$ cat config.mk
export PLATFORM = sky130hd
export DESIGN_NAME = mult_div_unit
export DESIGN_NICKNAME = d
export VERILOG_FILES = /design/src/rtl/multdiv_pkg.sv /design/src/rtl/mult_div_unit_sign_fixup.sv /design/src/rtl/mult_div_unit.sv
export SDC_FILE = /design/constraint.sdc
export NUM_CORES = 1
export LEC_CHECK = 0
export ABC_CLOCK_PERIOD_IN_PS = 7900
export CAP_MARGIN = 20
export CORE_MARGIN = 2
export CORE_UTILIZATION = 55
export CTS_BUF_LIST = sky130_fd_sc_hd__clkbuf_4 sky130_fd_sc_hd__clkbuf_8
export CTS_CLUSTER_DIAMETER = 80
export DETAILED_ROUTE_END_ITERATION = 7
export PLACE_DENSITY = 0.81
export RECOVER_POWER = 25
export SETUP_SLACK_MARGIN = 0.5
export SYNTH_ARGS = -nofsm -noshare
export SYNTH_HDL_FRONTEND = slang
export SYNTH_HIERARCHICAL = 1
export SYNTH_SLANG_ARGS = --single-unit
$ cat constraint.sdc
create_clock -name clock -period 7.9 [get_ports clock]
set_clock_uncertainty 0.1 [all_clocks]
set_input_delay 1.58 -clock clock [delete_from_list [all_inputs] [get_ports clock]]
set_output_delay 1.58 -clock clock [all_outputs]
set_load 0.01 [all_outputs]
$ cat src/rtl/multdiv_pkg.sv
// Purpose : shared op encodings, FSM states and default operand width for mult_div_unit.
// Latency : n/a (declarations only).
// Backpressure: n/a.
package multdiv_pkg;

    localparam int WIDTH_DEFAULT = 32;

    localparam logic [1:0] OP_MULTU = 2'b00;
    localparam logic [1:0] OP_MULT  = 2'b01;
    localparam logic [1:0] OP_DIVU  = 2'b10;
    localparam logic [1:0] OP_DIV   = 2'b11;

    typedef enum logic [1:0] {
        IDLE  = 2'd0,
        CALC  = 2'd1,
        FIXUP = 2'd2
    } state_t;

endpackage

$ cat src/rtl/mult_div_unit_sign_fixup.sv
// Purpose : turns a magnitude result into a signed HI/LO pair (combinational).
// Latency : 0 cycles.
// Backpressure: none; pure function of its inputs.
//
// Ports: i_wide     - negate {i_hi,i_lo} as one 2*WIDTH value (multiply) when i_neg_lo
//        i_neg_hi   - negate HI on its own (divide remainder)
//        i_neg_lo   - negate LO on its own (divide quotient), or the whole product if i_wide
//        i_hi/i_lo  - magnitude result
//        o_hi/o_lo  - corrected result
import multdiv_pkg::*;

module sign_fixup #(
    parameter int WIDTH = WIDTH_DEFAULT
) (
    input  logic             i_wide,
    input  logic             i_neg_hi,
    input  logic             i_neg_lo,
    input  logic [WIDTH-1:0] i_hi,
    input  logic [WIDTH-1:0] i_lo,
    output logic [WIDTH-1:0] o_hi,
    output logic [WIDTH-1:0] o_lo
);

    logic [2*WIDTH-1:0] w_prod;
    logic [2*WIDTH-1:0] w_prod_neg;

    assign w_prod     = {i_hi, i_lo};
    assign w_prod_neg = -w_prod;

    always_comb begin
        o_hi = i_hi;
        o_lo = i_lo;
        if (i_wide) begin
            if (i_neg_lo) begin
                o_hi = w_prod_neg[2*WIDTH-1:WIDTH];
                o_lo = w_prod_neg[WIDTH-1:0];
            end
        end else begin
            if (i_neg_hi) o_hi = -i_hi;
            if (i_neg_lo) o_lo = -i_lo;
        end
    end

endmodule

$ cat src/rtl/mult_div_unit.sv
// Purpose : iterative MULT/MULTU/DIV/DIVU with architectural HI/LO and MTHI/MTLO writes.
// Latency : done pulses WIDTH+1 cycles after the start edge; next start accepted in the done cycle.
// Backpressure: busy high while in flight; start and HI/LO writes while busy are dropped, not queued.
//
// Ports: clock, clear_n (async active-low); start/op/operand_a/operand_b launch an operation;
//        write_hi/write_lo/write_data are MTHI/MTLO; busy/done handshake; hi/lo result registers.
// Build option: define DIVIDE_EN to include the divider; without it a divide start is
//        acknowledged with done on the next cycle and leaves HI/LO untouched.
import multdiv_pkg::*;

module mult_div_unit #(
    parameter int WIDTH = WIDTH_DEFAULT
) (
    input  logic             clock,
    input  logic             clear_n,
    input  logic             start,
    input  logic [1:0]       op,
    input  logic [WIDTH-1:0] operand_a,
    input  logic [WIDTH-1:0] operand_b,
    input  logic             write_hi,
    input  logic             write_lo,
    input  logic [WIDTH-1:0] write_data,
    output logic             busy,
    output logic             done,
    output logic [WIDTH-1:0] hi,
    output logic [WIDTH-1:0] lo
);

    localparam int             CW      = $clog2(WIDTH);
    localparam logic [CW-1:0]  CNT_ONE = 1;
    localparam logic [CW-1:0]  CNT_TOP = CW'(WIDTH - 1);

    state_t             r_state, w_state_nxt;
    logic [CW-1:0]      r_cnt;
    logic [2*WIDTH-1:0] r_acc;     // multiply: {product_hi, multiplier}; divide: {rem, quo}
    logic [WIDTH-1:0]   r_opb;     // multiplicand or divisor magnitude
    logic               r_is_div;
    logic               r_neg_hi;
    logic               r_neg_lo;
    logic [WIDTH-1:0]   r_hi, r_lo;
    logic               r_done;

    logic               w_accept, w_go;
    logic               w_a_neg, w_b_neg;
    logic [WIDTH-1:0]   w_mag_a, w_mag_b;
    logic [WIDTH:0]     w_mul_sum;
    logic [2*WIDTH-1:0] w_mul_nxt, w_iter;
    logic [WIDTH-1:0]   w_fix_hi, w_fix_lo;

    assign w_accept = (r_state == IDLE) && start;
`ifdef DIVIDE_EN
    assign w_go = w_accept;
`else
    logic w_ack;
    assign w_go  = w_accept && !op[1];
    assign w_ack = w_accept && op[1];
`endif

    // Signed ops iterate on magnitudes; the signs are re-applied in FIXUP.
    assign w_a_neg = op[0] && operand_a[WIDTH-1];
    assign w_b_neg = op[0] && operand_b[WIDTH-1];
    assign w_mag_a = w_a_neg ? -operand_a : operand_a;
    assign w_mag_b = w_b_neg ? -operand_b : operand_b;

    // Shift-add step: conditional add into the upper half, then shift {carry, acc} right.
    assign w_mul_sum = {1'b0, r_acc[2*WIDTH-1:WIDTH]} + (r_acc[0] ? {1'b0, r_opb} : '0);
    assign w_mul_nxt = {w_mul_sum, r_acc[WIDTH-1:1]};

`ifdef DIVIDE_EN
    logic [WIDTH:0]     w_div_trial;
    logic [2*WIDTH-1:0] w_div_nxt;
    // Restoring step: the partial remainder plus the incoming dividend bit needs WIDTH+1 bits.
    assign w_div_trial = {r_acc[2*WIDTH-1:WIDTH], r_acc[WIDTH-1]} - {1'b0, r_opb};
    assign w_div_nxt   = w_div_trial[WIDTH] ? {r_acc[2*WIDTH-2:0], 1'b0}
                                            : {w_div_trial[WIDTH-1:0], r_acc[WIDTH-2:0], 1'b1};
    assign w_iter      = r_is_div ? w_div_nxt : w_mul_nxt;
`else
    assign w_iter      = w_mul_nxt;
`endif

    sign_fixup #(.WIDTH(WIDTH)) u_sign_fixup (
        .i_wide   (!r_is_div),
        .i_neg_hi (r_neg_hi),
        .i_neg_lo (r_neg_lo),
        .i_hi     (r_acc[2*WIDTH-1:WIDTH]),
        .i_lo     (r_acc[WIDTH-1:0]),
        .o_hi     (w_fix_hi),
        .o_lo     (w_fix_lo)
    );

    always_ff @(posedge clock or negedge clear_n) begin
        if (!clear_n) r_state <= IDLE;
        else          r_state <= w_state_nxt;
    end

    always_comb begin
        w_state_nxt = r_state;
        case (r_state)
            IDLE:    if (w_go) w_state_nxt = CALC;
            CALC:    if (r_cnt == '0) w_state_nxt = FIXUP;
            FIXUP:   w_state_nxt = IDLE;
            default: w_state_nxt = IDLE;
        endcase
    end

    always_ff @(posedge clock or negedge clear_n) begin
        if (!clear_n) begin
            r_cnt    <= '0;
            r_acc    <= '0;
            r_opb    <= '0;
            r_is_div <= 1'b0;
            r_neg_hi <= 1'b0;
            r_neg_lo <= 1'b0;
            r_hi     <= '0;
            r_lo     <= '0;
            r_done   <= 1'b0;
        end else begin
            r_done <= 1'b0;
            case (r_state)
                IDLE: begin
                    if (write_hi) r_hi <= write_data;
                    if (write_lo) r_lo <= write_data;
                    if (w_go) begin
                        r_cnt    <= CNT_TOP;
                        r_is_div <= op[1];
                        r_acc    <= {{WIDTH{1'b0}}, (op[1] ? w_mag_a : w_mag_b)};
                        r_opb    <= op[1] ? w_mag_b : w_mag_a;
                        if (op[1]) begin
                            // Divide by zero keeps the quotient at all ones: no quotient negation.
                            r_neg_lo <= (w_a_neg ^ w_b_neg) && (operand_b != '0);
                            r_neg_hi <= w_a_neg;
                        end else begin
                            r_neg_lo <= w_a_neg ^ w_b_neg;
                            r_neg_hi <= w_a_neg ^ w_b_neg;
                        end
                    end
`ifndef DIVIDE_EN
                    if (w_ack) r_done <= 1'b1;
`endif
                end
                CALC: begin
                    r_acc <= w_iter;
                    r_cnt <= r_cnt - CNT_ONE;
                end
                FIXUP: begin
                    r_hi   <= w_fix_hi;
                    r_lo   <= w_fix_lo;
                    r_done <= 1'b1;
                end
                default: ;
            endcase
        end
    end

    assign busy = (r_state != IDLE);
    assign done = r_done;
    assign hi   = r_hi;
    assign lo   = r_lo;

endmodule

==> results of run 1 <==
==> per-stage QoR <==
| stage | area, sq um | setup slack (ns) |
|---|---|---|
| floorplan | 11600 | 4.06 |
| CTS | 13900 | 3.86 |
| finish | 13900 | 3.86 |
| global placement | 13400 | 3.43 |
| detailed placement | 13500 | 3.42 |
| global route | 13900 | 3.65 |
==> synth_stat cells, types with 29 or more instances <==
library cell	n
sky130_fd_sc_hd__o21ai_0	198
sky130_fd_sc_hd__nand2_1	179
sky130_fd_sc_hd__dfrtp_1	171
sky130_fd_sc_hd__a21oi_1	125
sky130_fd_sc_hd__xnor2_1	80
sky130_fd_sc_hd__nor2_1	69
sky130_fd_sc_hd__clkbuf_1	66
sky130_fd_sc_hd__xor2_1	66
sky130_fd_sc_hd__nor2b_1	40
sky130_fd_sc_hd__and2_1	39
sky130_fd_sc_hd__ha_1	38
sky130_fd_sc_hd__nand3_1	36
sky130_fd_sc_hd__nor3_1	30
sky130_fd_sc_hd__a22oi_1	29
sky130_fd_sc_hd__o31ai_1	29
==> layout make-up <==
type / count / area share [%]
Clock buffer: 19 / 1.88
Clock inverter: 13 / 1.26
Inverter: 21 / 0.566
Multi-Input combinational cell: 1139 / 50.2
Sequential cell: 171 / 30.7
Tap cell: 275 / 2.47
Timing Repair Buffer: 179 / 12.9
==> power breakdown <==
| part | leakage, nW | internal [mW] | total (mW) | switching, mW |
|---|---|---|---|---|
| registers | 2.13 | 1.28 | 1.76 | 0.475 |
| clock network | 0.221 | 0.339 | 0.693 | 0.355 |
| logic | 3.41 | 1.19 | 2.65 | 1.46 |
| total | 5.76 | 2.81 | 5.10 | 2.29 |
==> worst min path at each step <==
stage                     startpoint         to  slack [ns]  depth (start not counted)
after floorplan            r_opb[31]  r_opb[31]        0.34                          2
after global placement      r_opb[2]   r_opb[2]        0.35                          2
after detailed placement   r_opb[31]  r_opb[31]        0.36                          2
after CTS                  r_opb[31]  r_opb[31]        0.39                          2
after global routing       r_opb[28]  r_opb[28]        0.40                          2
final                      r_opb[15]  r_opb[15]        0.38                          2
==> registers in the layout, indices dropped and copies added (netlist names) <==
register  flops
r_acc        64
hi           32
lo           32
r_opb        32
r_cnt         5
r_state       2
done          1
r_is_div      1
r_neg_hi      1
r_neg_lo      1
==> routing by layer <==
layer / vias up / routed length [um]
li1: 5267 / -
met1: 5156 / 15100
met2: 435 / 14800
met3: 45 / 2610
met4: 0 / 919
met5: - / 0
==> kinds of logic (layout without fill, tap and decap cells) <==
logic type	count (synthesis)	count (layout)	synth area share, %
xor gates and xnor gates	146	146	11.0
and+or+nand+nor	485	485	20.8
AOI/OAI and AO/OA	466	466	23.5
muxes	3	3	0.258
adders and majority gates	39	39	4.26
DFF	171	171	36.8
buffers and inverters	98	232	3.38
==> worst reg2reg max path, cell delays in order (launching register included) <==
cell and delay (ns):
sky130_fd_sc_hd__dfrtp_1 0.37, sky130_fd_sc_hd__buf_4 0.23, sky130_fd_sc_hd__and2_1 0.24, sky130_fd_sc_hd__ha_1 0.38
sky130_fd_sc_hd__nand3_1 0.10, sky130_fd_sc_hd__o211ai_1 0.28, sky130_fd_sc_hd__o2111ai_1 0.28, sky130_fd_sc_hd__a2111oi_0 0.52
sky130_fd_sc_hd__a211oi_1 0.21, sky130_fd_sc_hd__a2111oi_0 0.81, sky130_fd_sc_hd__nor2_1 0.11, sky130_fd_sc_hd__a211o_1 0.29
==> metrics list, run 1 <==
- Synthesis warning total: 6
- DIE WIDTH: roughly 150 um
- Once detailed placement completed, the half-perimeter wirelength came to 25,100 um.
- In this design, the stage delay of the slowest critical-path cell is between 0.5 and 0.6 ns.
- GRT met1 Usage: about 44%
- The floorplan step defined a core boundary enclosing approximately 21,000 sq um.
- Post-cts repair resize count: 0
- After layout, the design draws a total of a little over 5 mW.
- In this run the remaining antenna-violating nets after routing total 0.
- Top FF cell, synth: sky130_fd_sc_hd__dfrtp_1
* Most used cells in the layout excluding fill and tap cells: 198 x sky130_fd_sc_hd__o21ai_0, 179 x sky130_fd_sc_hd__nand2_1, 171 x sky130_fd_sc_hd__dfrtp_1
* Minimum setup slack among reg-to-reg paths: 3.87 ns
- The final-report hold violation count came to 0.
- GRT Overall Usage: between 20% and 30%
- Crit path launch: operand_b[15]
- Power per Cell Area: around 370 nW/um^2
- Post-Synthesis Net Count: roughly 1,600
- Tightest Pin Transition: slightly above 2 ns
- Global routing used a little under half of the available met2 tracks.
- Path category of the worst min-delay check: flop to flop
- Number of buffers between clock root and the deepest sink: 2
* Share of the cycle needed by the critical path after routing: about half
- The share of synthesized area in the top cell type comes to 36.8%.
- Broken down by cell family, the worst path's largest delay share belongs to simple AND/OR/NAND/NOR gates.
- Pin count of the biggest net entering global routing: approximately 120
- For this design, the slowest cell found on the critical path is sky130_fd_sc_hd__or4_1.
- The synthesized design contains 0 enable-type register cells.
- Of the cells placed in the final design, the portion with a size suffix greater than 1 is 4.67%.
* WHS: approximately 0.38 ns
* CP Capture Type: flop
- Data required, critical path: between 8 and 9 ns
- 0 antenna diodes ended up in the layout.
- The number of antenna violations at the first check in global routing came to 0.
- Combined area of the multi-input logic cells: 6990 sq um
* Die outline area: ~22,000 sq um
- Starting DRC count in detailed routing: a little over 900
- TritonCTS built the clock tree.
- FF+latch area: around 4300 sq um
* Post-synth top area cell: sky130_fd_sc_hd__dfrtp_1
- Number of failing setup endpoints in the final timing report: 0
- Leaving out fill and tap cells, the most frequent cell in the layout is sky130_fd_sc_hd__o21ai_0.
- Hold-fix buffers at CTS: 0
* Fraction of met3 tracks used by global routing: under 10%
- Setup total negative slack on the finished layout was measured at 0 ns.
- Startpoint Class: primary input
- Fill cells in the final layout number roughly 1,800.
- Counting distinct cell types in the post-synthesis netlist gives between 60 and 70.
* Final core utilization: 66.6%
- Top post-synthesis cells by area: sky130_fd_sc_hd__dfrtp_1 37%, sky130_fd_sc_hd__o21ai_0 8.5%, sky130_fd_sc_hd__xnor2_1 6.0%, sky130_fd_sc_hd__nand2_1 5.8%, sky130_fd_sc_hd__a21oi_1 5.4%
- CTS saw between 150 and 200 sinks.
- Together, buffers and inverters on the worst path number 1.
- Via Count: ~11,000
* Part of the Yosys area used for sequential elements: a little under two fifths
- GPL Wtd Cong: ~0.93
* 1st-pass router iterations: 7
- In this run the worst path has a maximum fanout of 6.
- Maximum operating frequency: around 250 MHz
- Counting flops with an async set or reset pin after synthesis yields a share of between 90% and 100%.
* Synthesized instance count: roughly 1,400
- For this run, design rule violations remaining after detail routing come to 0.
- The worst path in the final design needs a cycle of a little over 4 ns, including I/O delays and setup.
- Once the floorplan was initialized, standard cells occupied a little under three fifths of the core.
- Maximum capacitance violations: 1
* Global-route wire length before repair: about 52,000 um
* Buffers inserted during post-CTS setup optimization: 0
- Across the VDD grid, the largest voltage drop is between 150 and 200 uV.
* Per-cell via count in the routed design: around 6
- Area of the mapped netlist: 11,600 sq um
* Wire length reported by the detailed router: between 30,000 and 40,000 um
- From synthesis to final layout, the design area changed by 19.8%.
* Outcome: complete, but fails checks
- Number of I/O port buffers: approximately 170
* Setup crit end: r_acc[27]
- After global routing, the most crowded layer is met2.
* Cts bufs inserted: 17
- The endpoint identified for the worst register-to-register timing path is r_acc[62].
* I/O pin cnt: roughly 170
- WP depth: 7
- Via count of the first global-routing pass: around 10,000
* Die span in y: 149 um
- The checks that failed: capacitance limit, slew limit.
* Number of flip-flops and latches in the synthesized netlist: roughly 170
- The H-tree generated during clock tree synthesis spans 4 levels.
- Critical R2R Launch: r_acc[0]
- The critical path goes through clkdlybuf4s50_1 > or4_4 > or3_4 > or4_1 > o41ai_1 > xor2_1 > o21ai_1.
- In this run, placement finished with an instance count of between 1,500 and 2,000.
- Setup repair after global routing left no endpoint under its margin.
- Worst reg-to-reg path cell count: 11
* Congestion Overflow GR: 0
* Wire length per cell after detailed routing: 18.4 um
* Clock-pin transition on the worst setup and hold timing paths: ~0.090 ns
* Leak pwr: a little under 6 nW
- Nets: approximately 1,700
- For the worst-skew pair, the clock arrives at the later sink with an insertion delay of ~0.48 ns.
- Averaged over all synthesized cells, the footprint is roughly 8.3 sq um.
- Clock root cell: sky130_fd_sc_hd__clkbuf_8
- Data on the critical path arrives at its endpoint at approximately 4.3 ns.
* Non-Filler Instances: approximately 1,800
* Max transition margin: -37.0%
- Final Slew Violations: between 40 and 50
* Count of standard-cell rows: 53
- Type of the worst setup path: primary input to flop
Power figures use the tool's default switching activity.
==> run 2: changes to the inputs <==
ABC_CLOCK_PERIOD_IN_PS = 4000   (was 7900)
clock period = 4 ns   (was 7.9 ns; I/O delays follow)
==> metrics list, run 2 (synthesis gave the netlist of run 1 again) <==
- FF+latch area: 4280 sq um (unchanged)
* Final Critical Period: 3.36 ns
- Hold Crit Start: r_opb[31]
- The final-report hold violation count is 0 (unchanged).
* Minimum setup slack among reg-to-reg paths: 0.64 ns (-3.23 ns)
* Antenna diode count: 0 (unchanged)
- The number of I/O pins is 169 (unchanged).
* Die outline area: 22,300 sq um (unchanged)
- The count of unresolved DRC violations after routing is 0 (unchanged).
- The overall die width came to 149 um (unchanged).
* Nets: 1,685 (+0.84%)
- Startpoint Class: flop
- TritonCTS built the clock tree.
* Core area: 20,900 sq um (unchanged)
- GRT Overall Usage: 31.0% (+1.1 points)
* Maximum operating frequency: 298 MHz
- The count of TritonRoute iterations in the first routing pass is 6 (-1).
- The total half-perimeter wirelength after legalization and detailed placement was 26,500 um (+5.5%).
* Max Fanout on Critical Path: 35 (+29)
- Most common cell after layout, fill and taps aside: sky130_fd_sc_hd__o21ai_0
- The number of antenna violations at the first check in global routing came to 0 (unchanged).
- Setup repair after global routing left no endpoint under its margin.
- The final reports fail on capacitance limit, slew limit.
- Hold path endpoint: r_opb[31]
- Ranked by flip-flop count, first place goes to r_acc.
- The worst hold slack across all endpoints came to 0.381 ns (+0.000368 ns).
- The count of vias placed by the detailed router came to 11,100 (+2.2%).
- The placement row count is 53 (unchanged).
- STA classifies the critical path endpoint as a flop.
- The number of I/O port buffers came to 168 (unchanged).
- Clock-pin transition on the worst setup and hold timing paths: 0.10 ns (about the same)
- Capture instance of the worst register-to-register path: hi[19]
- Pin count of the biggest net entering global routing: 79 (-32%)
* VDD IR-drop max: 312 uV (+88%)
- Share of the cycle needed by the critical path after routing: a little over four fifths
- Combined area of the multi-input logic cells: 7030 sq um (+0.50%)
- The number of flip-flops in the largest register came to 64 (unchanged).
- Total number of clock tree sinks: 171 (unchanged)
- Via count of the first global-routing pass: 10,200 (+4.8%)
- Global-route wire length before repair: 54,100 um (+3.7%)
- Die span in y: 149 um (unchanged)
- Hold Path Stages: 2 (unchanged)
- Fill count: 1,774 (-0.22%)
- The final setup violation count is 0 (unchanged).
* Type of the worst setup path: flop to flop
* Final Slew Violations: 79 (+76%)
- Maximum capacitance violations: 1 (unchanged)
* Number of buffers between clock root and the deepest sink: 2 (unchanged)
* Cts bufs inserted: 17 (unchanged)
- The average vias per placed instance is 6.09 (+1.4%).
* Data required, critical path: 4.31 ns (-3.81 ns)
* Starting DRC count in detailed routing: 1,052 (+15%)
- Outcome: complete, but fails checks
- Max transition margin: -29.7% (+7.4 points)
- The wire length per cell is 18.8 um (+2.2%).
- Hold-fix buffers at CTS: 0 (unchanged)
- The tree is rooted in a sky130_fd_sc_hd__clkbuf_8.
- Pwr Total: 10.0 mW (+96%)
- The total negative slack for setup checks came to 0 ns (unchanged).
- Count of H-tree levels built during CTS: 4 (unchanged)
- The post-route antenna net violation count is 0 (unchanged).
* Congestion Overflow GR: 0 (unchanged)
* Worst reg-to-reg path cell count: 9 (-2)
- The source-to-sink clock delay at the later pin of the worst-skew pair was 0.49 ns (about the same).
- Fraction of final layout cells with drive strength greater than 1: 5.91% (+1.2 points)
- The weighted congestion at the end of routability-driven global placement came to 0.967 (+3.8%).
- The slew of the pin with the lowest slew margin was 1.95 ns (-0.110 ns).
* Critical R2R Launch: r_acc[0]
- The leakage power of the design came to 5.80 nW (+0.64%).
- Power per Cell Area: 716 nW/um^2 (+95%)
- The arrival time at the worst endpoint came to 3.66 ns (-0.61 ns).
- The initial standard-cell utilization of the core was 55.6% (unchanged).
- Relative to the synthesized area, the layout overhead comes to 20.4%.
* Path category of the worst min-delay check: flop to flop
- Wire length reported by the detailed router: 34,500 um (+3.0%)
- The library cells used most frequently in the layout, excluding fill and tap cells, are 197 x sky130_fd_sc_hd__o21ai_0, 179 x sky130_fd_sc_hd__nand2_1, 171 x sky130_fd_sc_hd__dfrtp_1.
[run 2: cell types whose count changed in the layout (fill, tap and decap cells not counted), sizes merged]
| cell | before | now |
|---|---|---|
| buf | 11 | 24 |
| inv | 29 | 30 |
| clkinv | 1 | 2 |
| clkinvlp | 1 | 3 |
| bufinv | 3 | 0 |
[run 2: how the worst max path moves through the flow]
stage                        startpoint   endpoint  slack, ns  cells after the start
after detailed placement  operand_b[15]  r_acc[27]       0.29                      7
after global routing            clear_n     hi[29]       0.49                      3
after CTS                      r_acc[0]  r_acc[62]       0.52                     11
final                          r_acc[0]     hi[19]       0.64                      9
after floorplan                r_acc[0]  r_acc[62]       0.84                     11
after global placement    operand_b[15]  r_acc[27]       0.34                      7
[run 2: layer usage]
layer	up-vias	wire length, um	global-route usage (%)
met4	0	1270	12.8
met3	60	2720	4.10
met2	517	15300	47.2
li1	5301	-	-
met5	-	0	0
met1	5267	15200	44.8
[run 2: cell type report]
class,count,share of cell area (%)
Timing Repair Buffer,193,13.6
Clock buffer,18,1.73
Tap cell,275,2.46
Sequential cell,171,30.6
Clock inverter,14,0.912
Multi-Input combinational cell,1139,50.2
Inverter,21,0.563
[run 2: stage by stage]
| stage | cell area (sq um) | instances | utilization (%) | setup WS [ns] |
|---|---|---|---|---|
| after detailed placement | 13600 | 1797 | 65.1 | 0.290 |
| after global placement | 13600 | 1797 | 65.1 | 0.343 |
| after global routing | 14000 | 1831 | 67.0 | 0.490 |
| after floorplan | 11600 | 1408 | - | 0.837 |
| final | 14000 | 1831 | 67.0 | 0.644 |
| after CTS | 14000 | 1829 | 66.9 | 0.521 |
[run 2: worst max-delay path, cell delays in order, from the launching register on]
cell and delay, ns:
sky130_fd_sc_hd__dfrtp_1 0.45, sky130_fd_sc_hd__buf_12 0.18, sky130_fd_sc_hd__or4_1 0.60, sky130_fd_sc_hd__or4_4 0.50, sky130_fd_sc_hd__or3_4 0.41, sky130_fd_sc_hd__nor2_1 0.31, sky130_fd_sc_hd__o22ai_1 0.16, sky130_fd_sc_hd__xor2_1 0.27
sky130_fd_sc_hd__a21oi_1 0.12, sky130_fd_sc_hd__o21ai_0 0.16
[run 2: where the power goes]
group          leakage, nW  internal, mW  switching [mW]
combinational         3.48          2.39            2.92
sequential            2.13          2.54           0.974
clock                0.184         0.464           0.733
total                 5.80          5.39            4.62
[run 2: timing repair]
item	CTS	global route
resized for setup	3	6
hold endpoints to repair	0	0
endpoints found under the setup margin	10	22
buffers inserted	0	2
pin swaps	0	1
==> run 3: changes to the inputs <==
ABC_CLOCK_PERIOD_IN_PS = 3400   (was 4000)
clock period = 3.4 ns   (was 4 ns; I/O delays follow)
==> metrics list, run 3 (synthesis gave the netlist of run 1 again) <==
- Switching share of power: 45.3% (-0.87 points)
- Starting DRC count in detailed routing: 1,246 (+18%)
* Number of buffers between clock root and the deepest sink: 2 (unchanged)
- Total number of clock tree sinks: 171 (unchanged)
- Leaving out fill and tap cells, the most frequent cell in the layout is sky130_fd_sc_hd__nand2_1.
- Maximum capacitance violations: 1 (unchanged)
* Startpoint Class: flop
- Nets: 1,757 (+4.3%)
* Share of the cycle needed by the critical path after routing: 94.7% (+11 points)
- Most used cells in the layout excluding fill and tap cells: 176 x sky130_fd_sc_hd__nand2_1, 171 x sky130_fd_sc_hd__dfrtp_1, 163 x sky130_fd_sc_hd__clkdlybuf4s50_1
- The vertical die dimension came to 149 um (unchanged).
- The number of hold buffers added after CTS came to 0 (unchanged).
- Crit path launch: r_acc[0]
- Growth of design area from synthesis to finish: 31.6%
* Clock Power Share: 11.4% (-0.5 points)
- Congestion Overflow GR: 0 (unchanged)
- Setup repair after global routing could not meet its margin everywhere.
- The worst register-to-register path begins at r_acc[0].
- The depth of the worst hold-timing path came to 2 (unchanged).
- The final setup violation count was 0 (unchanged).
- Via count of the first global-routing pass: 10,600 (+4.4%)
- The total half-perimeter wirelength after legalization and detailed placement came to 27,300 um (+3.0%).
* Via Count: 11,600 (+4.4%)
- The average vias per placed instance is 6.12 (+0.46%).
- The placement row count was 53 (unchanged).
* Pin count of the biggest net entering global routing: 97 (+23%)
- Ranked by flip-flop count, first place goes to r_acc.
- Outcome: complete, but fails checks
- The number of flip-flops in the largest register is 64 (unchanged).
* Tightest Pin Transition: 2.60 ns (+0.660 ns)
- The leakage power of the design came to 6.38 nW (+10%).
- Core area: 20,900 sq um (unchanged)
- The arrival time at the worst endpoint is 3.46 ns (-0.20 ns).
- The number of antenna cells inserted came to 0 (unchanged).
- Clock-pin transition on the worst setup and hold timing paths: 0.10 ns (about the same)
- Share of power burned in registers: 30.9% (-4.1 points)
- CP Capture Type: flop
* Wire length reported by the detailed router: 37,200 um (+7.8%)
- The total power divided by cell area came to 852 nW/um^2 (+19%).
- The path class of the tightest hold or removal check is flop to flop.
- The critical path is of the flop to flop type.
* Final core utilization: 73.2% (+6.2 points)
* DRC errors left: 0 (unchanged)
* Total Negative Setup Slacks: 0 ns (unchanged)
- The largest fanout of any net on the critical path is 6 (-83%).
- Max transition margin: -73.7% (-44 points)
* 1st-pass router iterations: 6 (unchanged)
- Maximum operating frequency: 311 MHz (+4.2%)
- Worst reg-to-reg path cell count: 12 (+3)
* Pwr Total: 13.0 mW (+30%)
* Internal power: 7.12 mW (+32%)
- Die outline area: 22,300 sq um (unchanged)
- Final Slew Violations: 52 (-34%)
- Fraction of final layout cells with drive strength greater than 1: 15.5% (+9.6 points)
- Failing checks: capacitance limit, slew limit
* Initial standard-cell utilization of the core: 55.6% (unchanged)
- The part of the power in combinational logic was 57.7% (+4.7 points).
- The H-tree depth reported by CTS was 4 (unchanged).
- The final-report hold violation count is 0 (unchanged).
- Number of I/O port buffers: 168 (unchanged)
* Clock root cell: sky130_fd_sc_hd__clkbuf_8
- The worst slack at placement was -0.0923 ns (-0.382 ns).
* Wire length per cell after detailed routing: 19.5 um (+3.8%)
- DIE WIDTH: 149 um (unchanged)
- Final Critical Period: 3.22 ns (-0.135 ns)
* Antenna Nets Post-Route: 0 (unchanged)
- GRT Overall Usage: 32.6% (+1.6 points)
- The number of buffers added by the clock tree synthesis step was 17 (unchanged).
- GPL Wtd Cong: 0.972 (+0.57%)
* Clock latency on the worst-skew pair: 0.47 ns (-0.02 ns)
- The wire length of the first global-routing pass is 56,900 um (+5.1%).
- VDD IR-drop max: 390 uV (+25%)
- The number of I/O pins is 169 (unchanged).
- Final setup slack of the worst path: 0.179 ns (-0.465 ns)
- The reported net switching power is 5.90 mW (+27%).
* Clock tree from TritonCTS: done
- The number of antenna violations at the first check in global routing came to 0 (unchanged).
- Data required, critical path: 3.64 ns (-0.67 ns)
- In this run the most critical hold path is launched from r_opb[31].
==> run 3: repair_timing <==
action / in CTS / in global routing
gates resized for setup: 62 / 96
cloned: 0 / 1
endpoints found under the setup margin: 59 / 72
pin swaps: 30 / 34
buffers inserted: 8 / 12
==> run 3: per-layer routing <==
layer / up-vias / global-route usage, % / wire length (um)
li1: 5442 / - / -
met1: 5480 / 45.5 / 15100
met2: 625 / 50.8 / 17000
met3: 90 / 6.27 / 3560
met4: 0 / 11.3 / 1430
met5: - / 0 / 0
==> run 3: final cells by class <==
cell class                 instances  area [sq um]
multi-input combinational       1139          7620
fill                            1579          5600
sequential                       171          4280
timing repair buffer             265          2570
tap                              275           344
clock buffer                      19           262
clock inverter                    13           129
inverter                          21          81.3
==> run 3: per-stage QoR <==
step	instances	hold WS, ns	instance area (sq um)
floorplan	1408	0.284	11700
global route	1903	0.406	15300
CTS	1890	0.0680	14800
detailed placement	1850	0.356	14100
global placement	1850	0.353	14100
finish	1903	0.379	15300
==> run 3: path summary, 6_finish.rpt <==
path | end | slack, ns
max | hi[26] | 0.18
min | r_opb[31] | 0.38
max reg2reg | hi[26] | 0.18
min reg2reg | r_opb[31] | 0.38
max in group asynchronous | r_acc[57] | 0.64
min in group asynchronous | hi[9] | 1.06
==> run 3: worst max-delay path, stage by stage (launching register included) <==
cell and delay, ns:
sky130_fd_sc_hd__dfrtp_1 0.43, sky130_fd_sc_hd__buf_6 0.15, sky130_fd_sc_hd__inv_4 0.06, sky130_fd_sc_hd__ha_4 0.13
sky130_fd_sc_hd__or3b_4 0.38, sky130_fd_sc_hd__or4_4 0.44, sky130_fd_sc_hd__or4_4 0.48, sky130_fd_sc_hd__o21ai_4 0.25
sky130_fd_sc_hd__buf_12 0.17, sky130_fd_sc_hd__a31oi_4 0.07, sky130_fd_sc_hd__xor2_1 0.18, sky130_fd_sc_hd__a21oi_1 0.17
sky130_fd_sc_hd__o21ai_1 0.07
==> run 3: power groups by stage <==
| stage | Combinational (mW) | Clock, mW | Sequential, mW |
|---|---|---|---|
| CTS | 6.98 | 1.49 | 3.94 |
| floorplan | 4.02 | 0 | 3.90 |
| finish | 7.51 | 1.48 | 4.03 |
| global route | 8.17 | 1.58 | 4.13 |
| global placement | 6.52 | 0 | 3.91 |
| detailed placement | 6.72 | 0 | 3.97 |
